**src/rtl/accelbrot_com_pkg.sv**
```systemverilog
// rtl/accelbrot_com_pkg.sv - shared types and helpers for the accelbrot sign operator
package accelbrot_com_pkg;

  localparam int SM_W = 2;

  typedef enum logic [SM_W-1:0] {
    SM_PASS = 2'd0,
    SM_NEG  = 2'd1,
    SM_ABS  = 2'd2,
    SM_CSGN = 2'd3
  } sign_mode_t;

  // Whether a lane negates its whole number, given its mode, the external
  // negate request and the sign taken from the number's last word.
  function automatic logic negate_decision(sign_mode_t mode, logic ext_neg, logic sign);
    logic dec;
    dec = 1'b0;
    case (mode)
      SM_PASS: dec = 1'b0;
      SM_NEG:  dec = 1'b1;
      SM_ABS:  dec = sign;
      SM_CSGN: dec = ext_neg;
      default: dec = 1'b0;
    endcase
    return dec;
  endfunction

endpackage

```
**src/rtl/accelbrot_com_signop_if.sv**
```systemverilog
// rtl/accelbrot_com_signop_if.sv - word-serial input/output bundle of the sign operator
interface accelbrot_com_signop_if #(
  parameter int NCH    = 2,
  parameter int WWIDTH = 34
);

  logic [NCH*WWIDTH-1:0]                  in_data;
  logic [NCH*accelbrot_com_pkg::SM_W-1:0] in_mode;
  logic [NCH-1:0]                         in_neg;
  logic                                   in_start;
  logic                                   in_valid;

  logic [NCH*WWIDTH-1:0]                  out_data;
  logic [NCH-1:0]                         out_sign;
  logic [NCH-1:0]                         out_ovf;
  logic                                   out_start;
  logic                                   out_valid;
  logic                                   out_last;

  modport master (
    output in_data, in_mode, in_neg, in_start, in_valid,
    input  out_data, out_sign, out_ovf, out_start, out_valid, out_last
  );

  modport slave (
    input  in_data, in_mode, in_neg, in_start, in_valid,
    output out_data, out_sign, out_ovf, out_start, out_valid, out_last
  );

endinterface

```
**src/rtl/accelbrot_com_delay.sv**
```systemverilog
// rtl/accelbrot_com_delay.sv - resettable fixed-depth shift-register delay line
module accelbrot_com_delay #(
  parameter int WIDTH = 1,
  parameter int DEPTH = 1
) (
  input  logic             clk,
  input  logic             rst,
  input  logic [WIDTH-1:0] d_i,
  output logic [WIDTH-1:0] q_o
);

  logic [WIDTH-1:0] stage_q [DEPTH];

  always_ff @(posedge clk) begin
    if (rst) begin
      for (int i = 0; i < DEPTH; i++) begin
        stage_q[i] <= '0;
      end
    end else begin
      stage_q[0] <= d_i;
      for (int i = 1; i < DEPTH; i++) begin
        stage_q[i] <= stage_q[i-1];
      end
    end
  end

  assign q_o = stage_q[DEPTH-1];

endmodule

```
**src/rtl/accelbrot_com_negser.sv**
```systemverilog
// rtl/accelbrot_com_negser.sv - one lane of word-serial conditional two's-complement negation
module accelbrot_com_negser
  import accelbrot_com_pkg::*;
#(
  parameter int WWIDTH = 34
) (
  input  logic              clk,
  input  logic              rst,
  input  logic              v_i,
  input  logic              start_i,
  input  logic [WWIDTH-1:0] data_i,
  input  sign_mode_t        mode_i,
  input  logic              neg_i,
  input  logic              last_msb_i,
  input  logic              last_i,
  output logic [WWIDTH-1:0] data_o,
  output logic              sign_o,
  output logic              ovf_o
);

  logic [WWIDTH-1:0] data_q, data_d;
  logic              carry_q, carry_d;
  logic              sign_q, sign_d;
  logic              neg_q, neg_d;
  logic              cin;
  logic [WWIDTH:0]   sum;

  // The decision and sign are taken on the start word and then held, so mode
  // or neg changes inside a number have no effect.
  always_comb begin
    sign_d  = sign_q;
    neg_d   = neg_q;
    cin     = carry_q;
    if (start_i) begin
      sign_d = last_msb_i;
      neg_d  = negate_decision(mode_i, neg_i, last_msb_i);
      cin    = 1'b1;
    end
    sum     = {1'b0, ~data_i} + {{WWIDTH{1'b0}}, cin};
    carry_d = sum[WWIDTH];
    data_d  = neg_d ? sum[WWIDTH-1:0] : data_i;
  end

  always_ff @(posedge clk) begin
    if (rst) begin
      data_q  <= '0;
      carry_q <= 1'b0;
      sign_q  <= 1'b0;
      neg_q   <= 1'b0;
    end else if (v_i) begin
      data_q  <= data_d;
      carry_q <= carry_d;
      sign_q  <= sign_d;
      neg_q   <= neg_d;
    end
  end

  assign data_o = data_q;
  assign sign_o = sign_q;
  // Negating the most negative value yields itself: sign stays 1.
  assign ovf_o  = last_i & neg_q & sign_q & data_q[WWIDTH-1];

endmodule

```
**src/rtl/accelbrot_com_signop.sv**
```systemverilog
// rtl/accelbrot_com_signop.sv - multi-lane mode-selectable sign operator for word-serial numbers
module accelbrot_com_signop
  import accelbrot_com_pkg::*;
#(
  parameter int NWORDS = 8,
  parameter int WWIDTH = 34,
  parameter int NCH    = 2
) (
  input  logic                 clk,
  input  logic                 rst,
  accelbrot_com_signop_if.slave bus
);

  localparam int DW = 2 + NCH*WWIDTH + NCH*SM_W + NCH;
  localparam int CW = $clog2(NWORDS);

  logic [DW-1:0]          dl_in, dl_out;
  logic                   d_valid, d_start;
  logic [NCH*WWIDTH-1:0]  d_data;
  logic [NCH*SM_W-1:0]    d_mode;
  logic [NCH-1:0]         d_neg;

  logic                   out_valid_q, out_valid_d;
  logic                   out_start_q, out_start_d;
  logic [CW-1:0]          cnt_q, cnt_d;
  logic                   out_last;
  logic                   accept;

  logic [WWIDTH-1:0]      lane_data [NCH];
  logic [NCH-1:0]         lane_sign, lane_ovf;

  // Delay by NWORDS-1 so the start word meets the last word on in_data.
  assign dl_in = {bus.in_valid, bus.in_start, bus.in_data, bus.in_mode, bus.in_neg};

  accelbrot_com_delay #(
    .WIDTH (DW),
    .DEPTH (NWORDS-1)
  ) u_delay (
    .clk (clk),
    .rst (rst),
    .d_i (dl_in),
    .q_o (dl_out)
  );

  assign {d_valid, d_start, d_data, d_mode, d_neg} = dl_out;

  assign out_last = out_valid_q & ~out_start_q & (cnt_q == CW'(NWORDS-1));

  // A continuation word is only taken directly behind an unfinished number;
  // orphans (e.g. the tail of a number cut by reset) are dropped.
  assign accept = d_valid & (d_start | (out_valid_q & ~out_last));

  always_comb begin
    out_valid_d = accept;
    out_start_d = accept & d_start;
    cnt_d       = cnt_q;
    if (out_valid_q) begin
      if (out_start_q) begin
        cnt_d = CW'(1);
      end else if (out_last) begin
        cnt_d = '0;
      end else begin
        cnt_d = cnt_q + CW'(1);
      end
    end
  end

  always_ff @(posedge clk) begin
    if (rst) begin
      out_valid_q <= 1'b0;
      out_start_q <= 1'b0;
      cnt_q       <= '0;
    end else begin
      out_valid_q <= out_valid_d;
      out_start_q <= out_start_d;
      cnt_q       <= cnt_d;
    end
  end

  for (genvar k = 0; k < NCH; k++) begin : g_lane
    accelbrot_com_negser #(
      .WWIDTH (WWIDTH)
    ) u_negser (
      .clk        (clk),
      .rst        (rst),
      .v_i        (accept),
      .start_i    (d_start),
      .data_i     (d_data[k*WWIDTH +: WWIDTH]),
      .mode_i     (sign_mode_t'(d_mode[k*SM_W +: SM_W])),
      .neg_i      (d_neg[k]),
      .last_msb_i (bus.in_data[k*WWIDTH + WWIDTH - 1]),
      .last_i     (out_last),
      .data_o     (lane_data[k]),
      .sign_o     (lane_sign[k]),
      .ovf_o      (lane_ovf[k])
    );
    assign bus.out_data[k*WWIDTH +: WWIDTH] = lane_data[k];
  end

  assign bus.out_sign  = lane_sign;
  assign bus.out_ovf   = lane_ovf;
  assign bus.out_start = out_start_q;
  assign bus.out_valid = out_valid_q;
  assign bus.out_last  = out_last;

endmodule

```
**src/flat_wrapper.sv**
```systemverilog
// flat-port wrapper written by rule: the top's interface ports become plain ports
module accelbrot_com_signop_flat import accelbrot_com_pkg::*;
#(
  parameter int NWORDS = 8,
  parameter int WWIDTH = 34,
  parameter int NCH    = 2
)
  (clk, rst, bus_in_data, bus_in_mode, bus_in_neg, bus_in_start, bus_in_valid, bus_out_data, bus_out_sign, bus_out_ovf, bus_out_start, bus_out_valid, bus_out_last);
  accelbrot_com_signop_if #(.NCH(NCH), .WWIDTH(WWIDTH)) bus_i ();
  input  logic clk;
  input  logic rst;
  input wire logic [$bits(bus_i.in_data)-1:0] bus_in_data;
  input wire logic [$bits(bus_i.in_mode)-1:0] bus_in_mode;
  input wire logic [$bits(bus_i.in_neg)-1:0] bus_in_neg;
  input wire logic [$bits(bus_i.in_start)-1:0] bus_in_start;
  input wire logic [$bits(bus_i.in_valid)-1:0] bus_in_valid;
  output wire logic [$bits(bus_i.out_data)-1:0] bus_out_data;
  output wire logic [$bits(bus_i.out_sign)-1:0] bus_out_sign;
  output wire logic [$bits(bus_i.out_ovf)-1:0] bus_out_ovf;
  output wire logic [$bits(bus_i.out_start)-1:0] bus_out_start;
  output wire logic [$bits(bus_i.out_valid)-1:0] bus_out_valid;
  output wire logic [$bits(bus_i.out_last)-1:0] bus_out_last;
  assign bus_i.in_data = bus_in_data;
  assign bus_i.in_mode = bus_in_mode;
  assign bus_i.in_neg = bus_in_neg;
  assign bus_i.in_start = bus_in_start;
  assign bus_i.in_valid = bus_in_valid;
  assign bus_out_data = bus_i.out_data;
  assign bus_out_sign = bus_i.out_sign;
  assign bus_out_ovf = bus_i.out_ovf;
  assign bus_out_start = bus_i.out_start;
  assign bus_out_valid = bus_i.out_valid;
  assign bus_out_last = bus_i.out_last;
  accelbrot_com_signop #(.NWORDS(NWORDS), .WWIDTH(WWIDTH), .NCH(NCH)) u_core (.clk(clk), .rst(rst), .bus(bus_i));
endmodule
```
**config.mk**
```make
export PLATFORM = sky130hd
export DESIGN_NAME = accelbrot_com_signop_flat
export DESIGN_NICKNAME = d
export VERILOG_FILES = /design/src/rtl/accelbrot_com_pkg.sv /design/src/rtl/accelbrot_com_signop_if.sv /design/src/rtl/accelbrot_com_delay.sv /design/src/rtl/accelbrot_com_negser.sv /design/src/rtl/accelbrot_com_signop.sv /design/src/flat_wrapper.sv
export SDC_FILE = /design/constraint.sdc
export NUM_CORES = 1
export LEC_CHECK = 0
export ABC_AREA = 0
export BUFFER_PORTS_ARGS = -buffer_cell sky130_fd_sc_hd__clkbuf_2
export CAP_MARGIN = 0
export CORE_ASPECT_RATIO = 0.7
export CORE_MARGIN = 4
export CORE_UTILIZATION = 50
export CTS_CLUSTER_DIAMETER = 50
export DETAILED_ROUTE_END_ITERATION = 10
export MAX_ROUTING_LAYER = met4
export PLACE_DENSITY = 0.65
export SKIP_LAST_GASP = 1
export SLEW_MARGIN = 40
export SYNTH_ARGS = -nofsm -noshare
export SYNTH_HDL_FRONTEND = slang
export SYNTH_HIERARCHICAL = 1
export SYNTH_SLANG_ARGS = --single-unit
```
**constraint.sdc**
```tcl
create_clock -name clk -period 6.13 [get_ports clk]
set_input_delay 0.3065 -clock clk [delete_from_list [all_inputs] [get_ports clk]]
set_output_delay 0.3065 -clock clk [all_outputs]
set_load 0.1 [all_outputs]
```
Word-level counts from Yosys, hierarchy flattened:

Memories as Yosys holds them, arrays and structs flattened.
Index checks and enable logic that the tools add are counted.

* flip-flop bits (word level): 79
* bits in writable memories: 532
* input bits: 78
* word-level logic and storage cells: 68
* memories kept: 1

Memories
* u_core.u_delay.stage_q: depth 7, width 76, rd ports 7, clocked after Yosys merged registers in 0, wr ports 7, RTL line accelbrot_com_delay.sv:12 `logic [WIDTH-1:0] stage_q [DEPTH];`

* add/sub/neg operators: 3
* equal/unequal tests: 7
* muxes and demuxes: 20
* bitwise logic cells: 23
* reduce and logical (&&, ||, !) cells: 3

Operators by type and width (count)
* 2-to-1 mux 76 bit: 7
* adder 34 x 1 -> 35 bit: 2
* 2-to-1 mux 34 bit: 2
* inverter 34 bit: 2
* bitwise AND 1 bit: 11
* equality test 2 bit (second input constant): 4
* bitwise OR 1 bit: 8
* one-hot mux 1 bit (4 select lines): 2
* 2-to-1 mux 1 bit: 7
* 2-to-1 mux 3 bit: 2
* equality test 2 x 1 -> 1 bit (second input constant): 2
* logical NOT 2 bit: 2
* adder 3 x 1 -> 3 bit (second input constant): 1
* equality test 3 bit (second input constant): 1
* inverter 1 bit: 2
* AND reduction 2 bit: 1

Logic depth before layout (Yosys ltp):

* depth in word-level cells: 8
* depth in mapped cells: 11
* mapped depth without buffers: 9

Hierarchy:

The synthesis kept the hierarchy.

By module, submodules not included
* accelbrot_com_delay: instances 1, cells each 1199, area each 14839.2 um^2, sequential area each 10650.2 um^2
* accelbrot_com_negser at u_core.g_lane[1].u_negser: instances 1, cells each 270, area each 2129.5 um^2, sequential area each 740.7 um^2
* accelbrot_com_negser at u_core.g_lane[0].u_negser: instances 1, cells each 252, area each 2100.8 um^2, sequential area each 740.7 um^2
* accelbrot_com_signop: instances 1, cells each 24, area each 220.2 um^2, sequential area each 100.1 um^2

Worst setup path before layout:

OpenSTA, ideal clock, no wires.

* path kind: flip-flop to output port
* start: register u_core.out_valid_q (netlist: u_core/bus.out_valid)
* end: output bus_out_ovf[0]
* arrival time: 3514 ps
* required time: 5823 ps
* path slack: 2310 ps
* stages on the path, launching flop included: 4
* path buffers: 0
* cells stage by stage: dfxtp_1 inv_1 nor2_1 and4_1

* cells in the longest elaborated chain, start to end: 5

Ends and longest elaborated chain
* start: declaration: RTL line accelbrot_com_signop.sv:23 `logic out_valid_q, out_valid_d;`
* start signal: assignment: RTL line accelbrot_com_signop.sv:74 `out_valid_q <= out_valid_d;`
* bitwise AND 1 bit (2 in a row): RTL line accelbrot_com_signop.sv:47 `assign out_last = out_valid_q & ~out_start_q & (cnt_q == CW'(NWORDS-1));`
* net bus_out_last: RTL line flat_wrapper.sv:22 `output wire logic [$bits(bus_i.out_last)-1:0] bus_out_last;`
* bitwise AND 1 bit (3 in a row): RTL line accelbrot_com_negser.sv:61 `assign ovf_o = last_i & neg_q & sign_q & data_q[WWIDTH-1];`
* end: declaration: RTL line flat_wrapper.sv:19 `output wire logic [$bits(bus_i.out_ovf)-1:0] bus_out_ovf;`

The timed path passes the listed nets, and every way through them passes these cells.

==> results.sh <==
export IMPL_p_leak_nw=8.78
export IMPL_numCtsBuffers=53
export IMPL_die_h_um=172
export IMPL_dp_cells=2227
export IMPL_final_hold_violation_count=0
export IMPL_tns_ps=0
export IMPL_syn_area_per_cell_um2=11.1
export IMPL_synth_ff_type="dfxtp_1"
export IMPL_num_rows=59
export IMPL_postSynthCellCount=1745
export IMPL_wirelength_mm=33.6
export IMPL_port_buffers=152
export IMPL_setup_viol_count_final=0
export IMPL_power_mw=7.46
export IMPL_final_cells=2395
export IMPL_synth_xor_area_share_pct=2.41
export IMPL_synth_area_mm2=0.0193
export IMPL_finalWeightedCongestion=0.829
export IMPL_die_area_mm2=0.0418
export IMPL_synth_area_mux_share_pct=0.422
export IMPL_crit_type="reg2reg"
export IMPL_n_antenna_cell=0
export IMPL_first_global_vias=9866
export IMPL_slew_viol_final=0
export IMPL_vias=10729
export IMPL_fin_crit_ps=3080
export IMPL_wl_per_cell_um=14.0
export IMPL_nNetsFinal=1954
export IMPL_rsz0062_at_grt="false"
export IMPL_clock_skew_ps=11.8
export IMPL_dr_first_iter_drc_count=685
export IMPL_track_usage_pct=16.1
export IMPL_drc=0
export IMPL_outcome="complete, no violations"
export IMPL_critPathMaxFanout=13
export IMPL_viasPerCell=4.48
export IMPL_io_pins=153
export IMPL_max_freq_ghz=0.324
export IMPL_fp_coreArea_mm2=0.0376
export IMPL_syn_to_final_growth_pct=15.6
export IMPL_cp_start_kind="flip-flop"
export IMPL_yosys_area_top_type="dfxtp_1"
export IMPL_synth_edf_count=0
export IMPL_antenna_found_initial=0
export IMPL_hpwlAfterDp_mm=21.7
export IMPL_synth_top_area_share_pct=63.4
export IMPL_clkSlewWorstSetupHoldPaths_ps=60
export IMPL_clock_sinks=611
export IMPL_drv_cap=0
export IMPL_htree_levels=2
export IMPL_worstPathArrival_ps=3580
export IMPL_yosysMostFrequentCell="dfxtp_1"
export IMPL_grt_pass1_wl_mm=53.7
export IMPL_post_route_util_pct=59.2
export IMPL_synthTopCellsByArea="dfxtp_1 (63%), nor2b_1 (17%), buf_4 (3.1%), nor2_1 (1.5%), buf_2 (1.3%)"
export IMPL_die_w_um=243
export IMPL_hp_class="in2reg"
export IMPL_first_pass_iters=4
export IMPL_end_kind="flip-flop"
export IMPL_required_ps=6630
export IMPL_yosys_area_share_simple_pct=23.1
export IMPL_clk_insertion_delay_late_ps=570
export IMPL_worst_pin_slew_ps=764
export IMPL_place_ws_ps=3140
export IMPL_ys_seq_elements=611
export IMPL_grt_max_degree=211
export IMPL_synth_top_family_by_area="simple AND/OR/NAND/NOR gates"
export IMPL_synth_compound_area_share_pct=4.92
export IMPL_cts_buffer_depth=3
export IMPL_fin_ws_ps=3050
export IMPL_ys_async_sr_fraction_pct=0
export IMPL_irDropWorstVdd_mv=0.245
export IMPL_start_util_pct=51.2
export IMPL_cts_root_buf="clkbuf_16"
export IMPL_period_share_pct=50.3
export IMPL_tritoncts="built"
export IMPL_drtAntennaViolNets=0
export IMPL_synth_distinct_cells=54
export IMPL_cts_resized=0
export IMPL_maxSlewHeadroom_pct=48.8
export IMPL_drive_above_1_share_pct=13.8
export IMPL_grt_overflow_total=0
export IMPL_syn_nets=1829
export IMPL_synthAdderAreaFrac_pct=0.389
export IMPL_powerDensity_mw_per_mm2=335
export IMPL_synthTopCellsByCount="dfxtp_1 (611), nor2b_1 (539), buf_4 (79)"
export IMPL_ys_seq_area_share_pct=63.4
export IMPL_synth_warnings=6
## area by class of cell
class | instances | area [um2]
inverter | 13 | 48.8
multi-input combinational | 955 | 6040
fill | 3067 | 15400
tap | 488 | 611
clock inverter | 16 | 168
clock buffer | 76 | 1530
sequential | 611 | 12200
timing repair buffer | 236 | 1660
## registers in the layout, summed over array words and instances, names as in the netlist
| name | count |
|---|---|
| u_core/bus.out_start | 1 |
| u_core/bus.out_valid | 1 |
| u_core/cnt_q | 3 |
| u_core/g_lane.u_negser/carry_q | 2 |
| u_core/g_lane.u_negser/data_o | 68 |
| u_core/g_lane.u_negser/neg_q | 2 |
| u_core/g_lane.u_negser/sign_o | 2 |
| u_core/u_delay/stage_q | 532 |
## metrics by stage
step | hold WS [ps] | area, um2
floorplan | 376 | 19300
global placement | 420 | 19800
detailed placement | 420 | 19800
CTS | 15.7 | 22200
global route | 31.2 | 22300
finish | 45.5 | 22300
## logic make-up (layout without fill, tap and decap cells)
group                      after synthesis  count (layout)
adders and majority gates                6               6
buffers and inverters                  179             341
AOI/OAI and AO/OA                      139             139
muxes                                    8               8
DFF                                    611             611
xor gates and xnor gates                53              53
and+or+nand+nor                        749             749
## what timing repair did
item / 4_1_cts / 5_1_grt
endpoints found under the hold margin: 74 / 0
hold buffers: 74 / 0
setup endpoints to repair: 0 / 0
setup buffers: 0 / 0
## worst paths after layout
kind / from / end / slack (ps) / cells past startpoint
worst max register to register: u_core/u_delay/stage_q[0][530] / u_core/g_lane[1].u_negser/carry_q / 3050 / 8
worst min register to register: u_core/u_delay/stage_q[0][276] / u_core/u_delay/stage_q[0][352] / 430 / 1
worst min-delay path: bus_in_data[33] / u_core/u_delay/stage_q[0][39] / 50 / 2
worst max-delay path: u_core/u_delay/stage_q[0][530] / u_core/g_lane[1].u_negser/carry_q / 3050 / 8
## power by group
part	internal [mW]	total, mW	leakage, nW	switching [mW]
Sequential	4.05	4.07	4.97	0.0182
Combinational	0.102	0.200	2.99	0.0984
Clock	1.79	3.19	0.826	1.40
## per-layer routing
| layer | vias to the layer above | wire length (um) | track usage (%) |
|---|---|---|---|
| met2 | 252 | 11600 | 19.2 |
| met5 | - | 0 | - |
| met4 | 0 | 709 | 4.39 |
| met3 | 62 | 1890 | 3.39 |
| met1 | 4635 | 19300 | 26.3 |
| li1 | 5780 | - | - |
## critical path, cell delays in order, from the launching register on
cell,delay (ps)
dfxtp_1,560
or2_2,190
ha_1,190
ha_1,200
or3b_2,530
nor3_1,520
nand3_1,170
or4_1,510
a21oi_1,150
## cell usage in the layout, fill, tap and decap left out, drive strengths merged, types with 2 or more instances in the layout
master,netlist,layout
a21oi,19,19
or3,9,9
a31oi,9,9
o41ai,9,9
and3b,2,2
nor4,15,15
nand2,46,46
a311oi,9,9
o21ai,36,36
o22ai,3,3
a211oi,33,33
mux2i,7,7
nor3,17,17
xor2,26,26
or4,10,10
nand4,2,2
xnor2,27,27
clkbuf,35,228
nand3,10,10
inv,13,14
clkinvlp,0,3
nand2b,6,6
ha,6,6
dfxtp,611,611
nand3b,2,2
dlygate4sd3,0,74
a41oi,9,9
or2,3,3
nor4b,3,3
and4,2,2
buf,131,10
nor2b,539,539
nor2,77,77
clkinv,0,11
o31ai,9,9
No activity file was read; power rests on OpenSTA's default activity.
